==> src/rtl/lfclk_monitor.sv <==
// lfclk_monitor
// Brings the 32.768 kHz slow clock into the clk8388 domain and turns each
// rising edge into a one-cycle tick. Each slow-clock period is measured in
// system cycles. Lock is declared after LOCK_CNT consecutive in-range
// periods. Range and stall errors are flagged and held (sticky).
//
// Ports
//   clk8388    system clock; all logic runs on its rising edge
//   rst        synchronous, active-high reset
//   lfclk_in   asynchronous slow clock
//   en         monitor enable
//   clr_err    pulse that clears err_range / err_stall
//   tick       one-cycle pulse per synchronised lfclk_in rising edge
//   sec_tick   tick on which tick_cnt[14:0] wraps to 0
//   tick_cnt   ticks since enable, modulo 2^32
//   period     last measured period, in clk8388 cycles
//   period_vld one-cycle pulse when period updates
//   lock       frequency locked
//   err_range  sticky: an out-of-range period was measured
//   err_stall  sticky: TIMEOUT cycles passed without an edge
module lfclk_monitor #(
    parameter int EXP_PERIOD = 256,
    parameter int TOL        = 4,
    parameter int LOCK_CNT   = 4,
    parameter int TIMEOUT    = 1024
) (
    input  logic        clk8388,
    input  logic        rst,
    input  logic        lfclk_in,
    input  logic        en,
    input  logic        clr_err,
    output logic        tick,
    output logic        sec_tick,
    output logic [31:0] tick_cnt,
    output logic [15:0] period,
    output logic        period_vld,
    output logic        lock,
    output logic        err_range,
    output logic        err_stall
);

    localparam int              LCW      = $clog2(LOCK_CNT + 1);
    localparam logic [LCW-1:0]  LOCK_MAX = LCW'(LOCK_CNT);
    localparam int              LO_I     = (EXP_PERIOD > TOL) ? EXP_PERIOD - TOL : 0;
    localparam logic [16:0]     RANGE_LO = 17'(LO_I);
    localparam logic [16:0]     RANGE_HI = 17'(EXP_PERIOD + TOL);
    localparam logic [15:0]     CNT_LAST = 16'(TIMEOUT - 1);

    typedef enum logic [1:0] {IDLE, ARM, MEAS, STALL} state_t;

    state_t           state;
    logic             s1, s2, s3;
    logic             rise;
    logic [15:0]      cnt;
    logic [15:0]      cnt_inc;
    logic [16:0]      meas;
    logic             in_range;
    logic [LCW-1:0]   lock_cnt;
    logic [LCW-1:0]   lock_cnt_inc;
    logic [31:0]      tick_nxt;
    logic             set_range;
    logic             set_stall;

    always_comb begin
        rise         = s2 & ~s3;
        cnt_inc      = (cnt == 16'hFFFF) ? cnt : cnt + 16'd1;
        // 17-bit so that cnt == 0xFFFF cannot wrap the range compare
        meas         = {1'b0, cnt} + 17'd1;
        in_range     = (meas >= RANGE_LO) && (meas <= RANGE_HI);
        lock_cnt_inc = (lock_cnt == LOCK_MAX) ? lock_cnt : lock_cnt + 1'b1;
        tick_nxt     = tick_cnt + 32'd1;
        set_range    = en && (state == MEAS) && rise && !in_range;
        // A rise in the same cycle as the timeout wins over the stall
        set_stall    = en && ((state == ARM) || (state == MEAS)) && !rise
                       && (cnt == CNT_LAST);
    end

    always_ff @(posedge clk8388) begin
        if (rst) begin
            state      <= IDLE;
            s1         <= 1'b0;
            s2         <= 1'b0;
            s3         <= 1'b0;
            cnt        <= '0;
            lock_cnt   <= '0;
            tick       <= 1'b0;
            sec_tick   <= 1'b0;
            tick_cnt   <= '0;
            period     <= '0;
            period_vld <= 1'b0;
            lock       <= 1'b0;
            err_range  <= 1'b0;
            err_stall  <= 1'b0;
        end else begin
            // Synchroniser runs regardless of en, so a rise already in flight
            // when en goes high is absorbed while in IDLE.
            s1         <= lfclk_in;
            s2         <= s1;
            s3         <= s2;
            tick       <= 1'b0;
            sec_tick   <= 1'b0;
            period_vld <= 1'b0;
            // Set beats a simultaneous clear
            err_range  <= set_range | (err_range & ~clr_err);
            err_stall  <= set_stall | (err_stall & ~clr_err);

            if (!en) begin
                state    <= IDLE;
                cnt      <= '0;
                lock_cnt <= '0;
                lock     <= 1'b0;
            end else begin
                case (state)
                    IDLE: begin
                        state    <= ARM;
                        cnt      <= '0;
                        tick_cnt <= '0;
                    end
                    ARM, STALL, MEAS: begin
                        if (rise) begin
                            tick     <= 1'b1;
                            tick_cnt <= tick_nxt;
                            sec_tick <= (tick_nxt[14:0] == 15'd0);
                            cnt      <= '0;
                            state    <= MEAS;
                            // Only a rise that closes a full period is measured
                            if (state == MEAS) begin
                                period     <= meas[15:0];
                                period_vld <= 1'b1;
                                if (in_range) begin
                                    lock_cnt <= lock_cnt_inc;
                                    lock     <= (lock_cnt_inc == LOCK_MAX);
                                end else begin
                                    lock_cnt <= '0;
                                    lock     <= 1'b0;
                                end
                            end
                        end else begin
                            cnt <= cnt_inc;
                            if (set_stall) begin
                                state    <= STALL;
                                lock     <= 1'b0;
                                lock_cnt <= '0;
                            end
                        end
                    end
                    default: state <= IDLE;
                endcase
            end
        end
    end

endmodule

==> config.mk <==
export PLATFORM = sky130hd
export DESIGN_NAME = lfclk_monitor
export DESIGN_NICKNAME = d
export VERILOG_FILES = /design/src/rtl/lfclk_monitor.sv
export SDC_FILE = /design/constraint.sdc
export NUM_CORES = 1
export LEC_CHECK = 0
export ABC_AREA = 1
export BUFFER_PORTS_ARGS = -buffer_cell sky130_fd_sc_hd__buf_4
export CAP_MARGIN = 15
export CORE_ASPECT_RATIO = 1.2
export CORE_MARGIN = 4
export CORE_UTILIZATION = 59
export DETAILED_ROUTE_END_ITERATION = 10
export GPL_TIMING_DRIVEN = 0
export PLACE_DENSITY_LB_ADDON = 0.12
export SYNTH_ARGS = -nofsm -noshare
export SYNTH_HDL_FRONTEND = slang
export SYNTH_SLANG_ARGS = --single-unit
==> constraint.sdc <==
create_clock -name clk8388 -period 3.05 [get_ports clk8388]
set_input_delay 0.4575 -clock clk8388 [delete_from_list [all_inputs] [get_ports clk8388]]
set_output_delay 0.4575 -clock clk8388 [all_outputs]
set_load 0.01 [all_outputs]
After elaboration in Yosys (flattened, before gate mapping)
Index checks and enable logic that the tools add are counted.
{ "word_totals": {"rom_bits": 0, "ram_bits": 0, "input_bits": 5, "out_inout_bits": 54, "latchBits": 0, "register_bits": 78, "memories": 0} }
{ "op_classes": {"n_div": 0, "order_cmp": 2, "n_reduce_logical": 20, "n_eq_ne": 11, "multipliers": 0, "muxes": 19, "bitwise": 10, "n_shift": 0, "n_addsub": 4} }
{ "ops": {"columns": ["operator", "n"], "rows": [
  ["case mux 32 bit (2 select lines)", 1],
  ["adder 32 x 1 -> 32 bit, second input constant", 1],
  ["2-to-1 mux 16 bit", 2],
  ["2-to-1 mux 32 bit", 1],
  ["case mux 16 bit (2 select lines)", 1],
  ["adder 16 x 1 -> 17 bit, second input constant", 1],
  [">= comparator 17 x 8 -> 1 bit, second input constant", 1],
  ["<= comparator 17 x 9 -> 1 bit, second input constant", 1],
  ["adder 16 x 1 -> 16 bit, second input constant", 1],
  ["equality test 16 x 10 -> 1 bit, second input constant", 1],
  ["equality test 16 bit, second input constant", 1],
  ["zero test 15 bit", 1],
  ["2-to-1 mux 3 bit", 5],
  ["logical AND 1 bit", 7],
  ["equality test 3 bit, second input constant", 2],
  ["2-to-1 mux 1 bit", 6],
  ["!= test 3 bit, second input constant", 2],
  ["OR reduction 3 bit", 2],
  ["inverter 1 bit", 5],
  ["equality test 2 bit, second input constant", 2],
  ["2-to-1 mux 2 bit", 2],
  ["case mux 2 bit (2 select lines)", 1],
  ["AND reduction 4 bit", 1],
  ["OR reduction 4 bit", 1],
  ["other kinds (13)", 17]
]} }

Depth between registers and ports, before layout
{ "depth": {"depth_word": 8, "depth_mapped": 13, "depth_no_buf": 13} }

Worst setup path before layout
No wires, ideal clock.
{ "synth_path": {"path_type": "register to register", "startpoint": "reg tick_cnt[0]", "endpoint": "reg tick_cnt[18]", "synth_period_minus_slack_ns": 1.738, "path_buffers": 0, "path_stages_with_launch": 11, "required_ns": 2.933, "slack_ns": 1.312, "arrival_ns": 1.621, "setup_ns": 0.117, "path_cell_list": "dfxtp_1 > ha_1 > nand2_1 > nor2_4 > nand3_1 > inv_1 > nand4_1 > nor3_2 > nand3_1 > o21ai_0 > nor2_1"} }
{ "synth_between": {"elab_chain_cells": 3} }
{ "synth_lines": {"columns": ["item", "line_no", "text"], "rows": [
  ["start: declaration", "34", "output logic [31:0] tick_cnt,"],
  ["start signal: assignment", "122", "tick_cnt <= tick_nxt;"],
  ["adder 32 x 1 -> 32 bit", "71", "tick_nxt = tick_cnt + 32'd1;"],
  ["2-to-1 mux 32 bit", "120", "if (rise) begin"],
  ["case mux 32 bit (2 select lines)", "113", "case (state)"]
]} }
Every way passes these cells. The select of a mux whose other input is x is not followed.
A chain may end at the register's enable or synchronous reset.

Worst setup path after layout
{ "layout_path": {"startpoint": "reg cnt[0]", "endpoint": "reg lock"} }
{ "layout_between": {"elab_chain_cells": 6} }
{ "layout_lines": {"columns": ["item", "line_no", "text"], "rows": [
  ["start: declaration", "54", "logic [15:0] cnt;"],
  ["start signal: assignment", "139", "cnt <= cnt_inc;"],
  ["adder 16 x 1 -> 17 bit", "68", "meas = {1'b0, cnt} + 17'd1;"],
  [">= comparator 17 x 8 -> 1 bit or <= comparator 17 x 9 -> 1 bit (tied branches)", "69", "in_range = (meas >= RANGE_LO) && (meas <= RANGE_HI);"],
  ["logical AND 1 bit", "69", null],
  ["2-to-1 mux 1 bit", "130", "if (in_range) begin"],
  ["2-to-1 mux 1 bit", "127", "if (state == MEAS) begin"],
  ["2-to-1 mux 1 bit", "120", null],
  ["end signal: assignment", "132", "lock <= (lock_cnt_inc == LOCK_MAX);"],
  ["end: declaration", "37", "output logic lock,"]
]} }
Parallel ways exist; a longest one is shown, timed or not. The select of a mux whose other input is x is not followed.

==> metrics <==
Synth cell types 44; depth of the worst register-to-register path 11; PD cells around 380 nW/um^2; post-synthesis cell count 590; peak supply drop 0.361 mV; Vias 4223; Hold Crit Endpoint s1$_SDFF_PP0_; post-route setup TNS 0 ps; global-route wire length before repair between 15 and 20 mm; Final nets 670; number of warnings issued by yosys 0; fill cell total of the finished layout 571; vias in the first global route around 4000; CTS tree done; Core Box Area approximately 6900 sq um; largest area contributor in the synthesized netlist sky130_fd_sc_hd__dfxtp_1; number of enable flip-flop cells after synthesis 0; Hold Crit Class in2reg; worst skew pair latency 360 ps; Starting DRT DRC Count between 200 and 250; hold-fix buffer count after cts 0; antenna violations before repair 0; post-synthesis register bit count slightly below 80; routed wirelength normalized by instance count around 15 um; routability congestion estimate about 0.97; # setup viols final 0; sequential cell area between 1500 and 2000 sq um; Pre-Repair DR Iteration Count 6; die width ~85 um; multi-input logic area between 2000 and 2500 sq um; final hold violation count 0; final period utilization between 70% and 80%; Final Slew Violations 0; post-CTS setup buffers 0; maximum net fanout on the critical path 6; overall overflow remaining after global route 0; per-cell via count in the routed design 5.63; smallest setup slack after layout 774 ps; share of post-route cells with drive strength above 1 around 19%; Setup Slack @ Placement a little over 800 ps; actual transition at the worst max-transition pin between 700 and 800 ps; cell types occupying the most area after synthesis sky130_fd_sc_hd__dfxtp_1 (38%), sky130_fd_sc_hd__nand2_1 (12%), sky130_fd_sc_hd__inv_1 (7.4%); area grow syn2layout 17.6%; Port-buffer cells 57; number of cells on the worst hold path 3; height of the die between 100 and 150 um; initial standard-cell utilization of the core about three fifths; minimum clock period after layout approximately 2300 ps; kind of end point of the critical path flop; RSZ-0062 raised after global routing false; share of flip-flops with an asynchronous set or reset after synthesis 0%; H-tree depth reported by CTS 3; Core Rows 33; result of the run completed; overall die area 8470 sq um; clock buffers created by TritonCTS 9; Leakage 2.06 nW; syn_area_per_cell just over 7 sq um; primary flip-flop cell chosen by synthesis mapping sky130_fd_sc_hd__dfxtp_1; top-area cell type share of the netlist area ~38%; Max Buffers Root-to-Sink 2; required time worst endpoint approximately 3300 ps; r2r startpoint cnt[0]$_SDFFE_PP0P_; total wirelength of the detailed-routed design roughly 11 mm; share of synthesized area occupied by flip-flops and latches between 30% and 40%; Top Ports 59; HPWL after DPL a little under 9 mm; clock transition at the registers of the reported paths 90 ps; endpoint of the worst register-to-register path lock$_SDFFE_PP0P_; cells resized by post-CTS repair 0; DRC Markers 0; Syn Nets roughly 600; timing-limited maximum frequency 0.439 GHz; sinks on the clock net 78; MaxCap Viol Count 0; netlist area before placement ~4200 sq um; Routed Antenna Nets 0; critical path arrival 2560 ps; maximum number of pins on one net before global-route repair 15; worst setup skew after layout ~12 ps; Worst Setup Start Kind flop; root buf cell sky130_fd_sc_hd__clkbuf_8; tightest slew margin relative to the limit between 40% and 50%; critical path class reg2reg; FF-to-FF setup slack roughly 770 ps; number of diodes added for antenna fixing 0; global router's overall resource usage a little over a quarter; hold_sp lfclk_in
[sequential cells by signal, indices dropped and copies added (netlist names)]
signal      count
period         16
lock_cnt        3
tick            1
err_range       1
s2              1
sec_tick        1
s3              1
cnt            16
s1              1
tick_cnt       32
lock            1
err_stall       1
state           2
period_vld      1
[through the flow]
| stage | area [sq um] | util, % | hold WS [ps] | total power, mW | instances |
|---|---|---|---|---|---|
| 2_1_floorplan | 4160 | - | 388 | 1.09 | 590 |
| 3_3_place_gp | 4700 | 68.6 | 393 | 1.11 | 734 |
| 3_5_place_dp | 4700 | 68.6 | 399 | 1.11 | 734 |
| 4_1_cts | 4900 | 71.4 | 289 | 1.88 | 750 |
| 5_1_grt | 4900 | 71.4 | 305 | 1.93 | 750 |
| 6_report | 4900 | 71.4 | 291 | 1.87 | 750 |
[Yosys cell counts, types with 2 or more instances]
library cell	number
sky130_fd_sc_hd__o22ai_1	3
sky130_fd_sc_hd__nor3_2	2
sky130_fd_sc_hd__nand3_1	35
sky130_fd_sc_hd__nor2_2	10
sky130_fd_sc_hd__a21oi_1	46
sky130_fd_sc_hd__nor3b_1	2
sky130_fd_sc_hd__o211ai_1	7
sky130_fd_sc_hd__o21ai_0	22
sky130_fd_sc_hd__nor2_4	10
sky130_fd_sc_hd__nor2_1	47
sky130_fd_sc_hd__inv_1	82
sky130_fd_sc_hd__ha_1	7
sky130_fd_sc_hd__a211oi_2	6
sky130_fd_sc_hd__nand3_2	2
sky130_fd_sc_hd__o21ai_1	2
sky130_fd_sc_hd__a31oi_1	2
sky130_fd_sc_hd__nand2_2	8
sky130_fd_sc_hd__nor3_1	8
sky130_fd_sc_hd__o21bai_1	4
sky130_fd_sc_hd__inv_2	6
sky130_fd_sc_hd__a21o_1	3
sky130_fd_sc_hd__nand2_1	131
sky130_fd_sc_hd__clkbuf_1	8
sky130_fd_sc_hd__nand4_1	24
sky130_fd_sc_hd__dfxtp_1	78
sky130_fd_sc_hd__nor4_1	4
sky130_fd_sc_hd__o21a_1	3
sky130_fd_sc_hd__xor2_1	11
sky130_fd_sc_hd__nand2_4	2
[per-layer routing]
layer | wire length [um] | vias to the layer above | global-route usage (%)
li1 | - | 2078 | -
met5 | 0 | - | 0
met2 | 5850 | 143 | 48.9
met3 | 506 | 52 | 4.02
met4 | 636 | 0 | 17.5
met1 | 4400 | 1950 | 29.6
[layout make-up]
class                   count  share of cell area [%]
well taps                  87                    2.22
repair buffers             57                    8.74
multi-input cells         412                    45.3
clock inverters             6                    1.38
plain buffers              11                    1.02
inverters                  89                    6.82
flip-flops and latches     78                    31.9
clock buffers              10                    2.61
[worst max path at each step]
stage          slack (ps)                        end                      from  depth (start not counted)
6_report              770          lock$_SDFFE_PP0P_       cnt[0]$_SDFFE_PP0P_                         11
4_1_cts               820          lock$_SDFFE_PP0P_       cnt[0]$_SDFFE_PP0P_                         11
2_1_floorplan        1310  tick_cnt[18]$_SDFFE_PP0P_  tick_cnt[0]$_SDFFE_PP0P_                         10
5_1_grt               620       err_range$_SDFF_PP0_       cnt[0]$_SDFFE_PP0P_                         10
3_5_place_dp          830       err_range$_SDFF_PP0_       cnt[0]$_SDFFE_PP0P_                         10
3_3_place_gp          880       err_range$_SDFF_PP0_       cnt[0]$_SDFFE_PP0P_                         10
[worst max-delay path, stage by stage, from the launching register on]
cell and delay, ps:
sky130_fd_sc_hd__dfxtp_1 460, sky130_fd_sc_hd__ha_1 270, sky130_fd_sc_hd__nand2_2 110, sky130_fd_sc_hd__nor2_4 160
sky130_fd_sc_hd__nand2_1 120, sky130_fd_sc_hd__xor2_1 470, sky130_fd_sc_hd__inv_1 80, sky130_fd_sc_hd__nand2_1 110
sky130_fd_sc_hd__nand2_2 80, sky130_fd_sc_hd__nor2_4 120, sky130_fd_sc_hd__nand3_1 110, sky130_fd_sc_hd__a21oi_2 140
[logic make-up (layout without fill, tap and decap cells)]
kind of cell / after synthesis / after routing / share of synthesized area (%)
adders and majority gates: 7 / 7 / 2.10
buffers and inverters: 100 / 173 / 9.22
and+or+nand+nor: 288 / 288 / 33.1
AOI/OAI and AO/OA: 105 / 105 / 15.5
DFF: 78 / 78 / 37.5
xor gates and xnor gates: 12 / 12 / 2.52
[power by group]
group	internal [mW]	leakage, nW	switching, mW
Combinational	0.0139	1.33	0.0525
Sequential	1.02	0.629	0.00205
Clock	0.383	0.0933	0.402
Total	1.42	2.06	0.457
[cell usage in the layout (no fill, tap or decap), types with 6 or more instances in the layout]
cell type / Yosys / final
sky130_fd_sc_hd__a211oi_2: 6 / 6
sky130_fd_sc_hd__nor2_2: 10 / 10
sky130_fd_sc_hd__nor2_1: 47 / 47
sky130_fd_sc_hd__nor2_4: 10 / 10
sky130_fd_sc_hd__nor3_1: 8 / 8
sky130_fd_sc_hd__xor2_1: 11 / 11
sky130_fd_sc_hd__o21ai_0: 22 / 22
sky130_fd_sc_hd__inv_2: 6 / 6
sky130_fd_sc_hd__inv_1: 82 / 82
sky130_fd_sc_hd__nand2_2: 8 / 8
sky130_fd_sc_hd__clkbuf_8: 0 / 9
sky130_fd_sc_hd__nand2_1: 131 / 131
sky130_fd_sc_hd__dfxtp_1: 78 / 78
sky130_fd_sc_hd__nand3_1: 35 / 35
sky130_fd_sc_hd__a21oi_1: 46 / 46
sky130_fd_sc_hd__ha_1: 7 / 7
sky130_fd_sc_hd__nand4_1: 24 / 24
sky130_fd_sc_hd__clkbuf_1: 8 / 9
sky130_fd_sc_hd__buf_4: 0 / 57
sky130_fd_sc_hd__o211ai_1: 7 / 7
No activity file was read; power rests on OpenSTA's default activity.
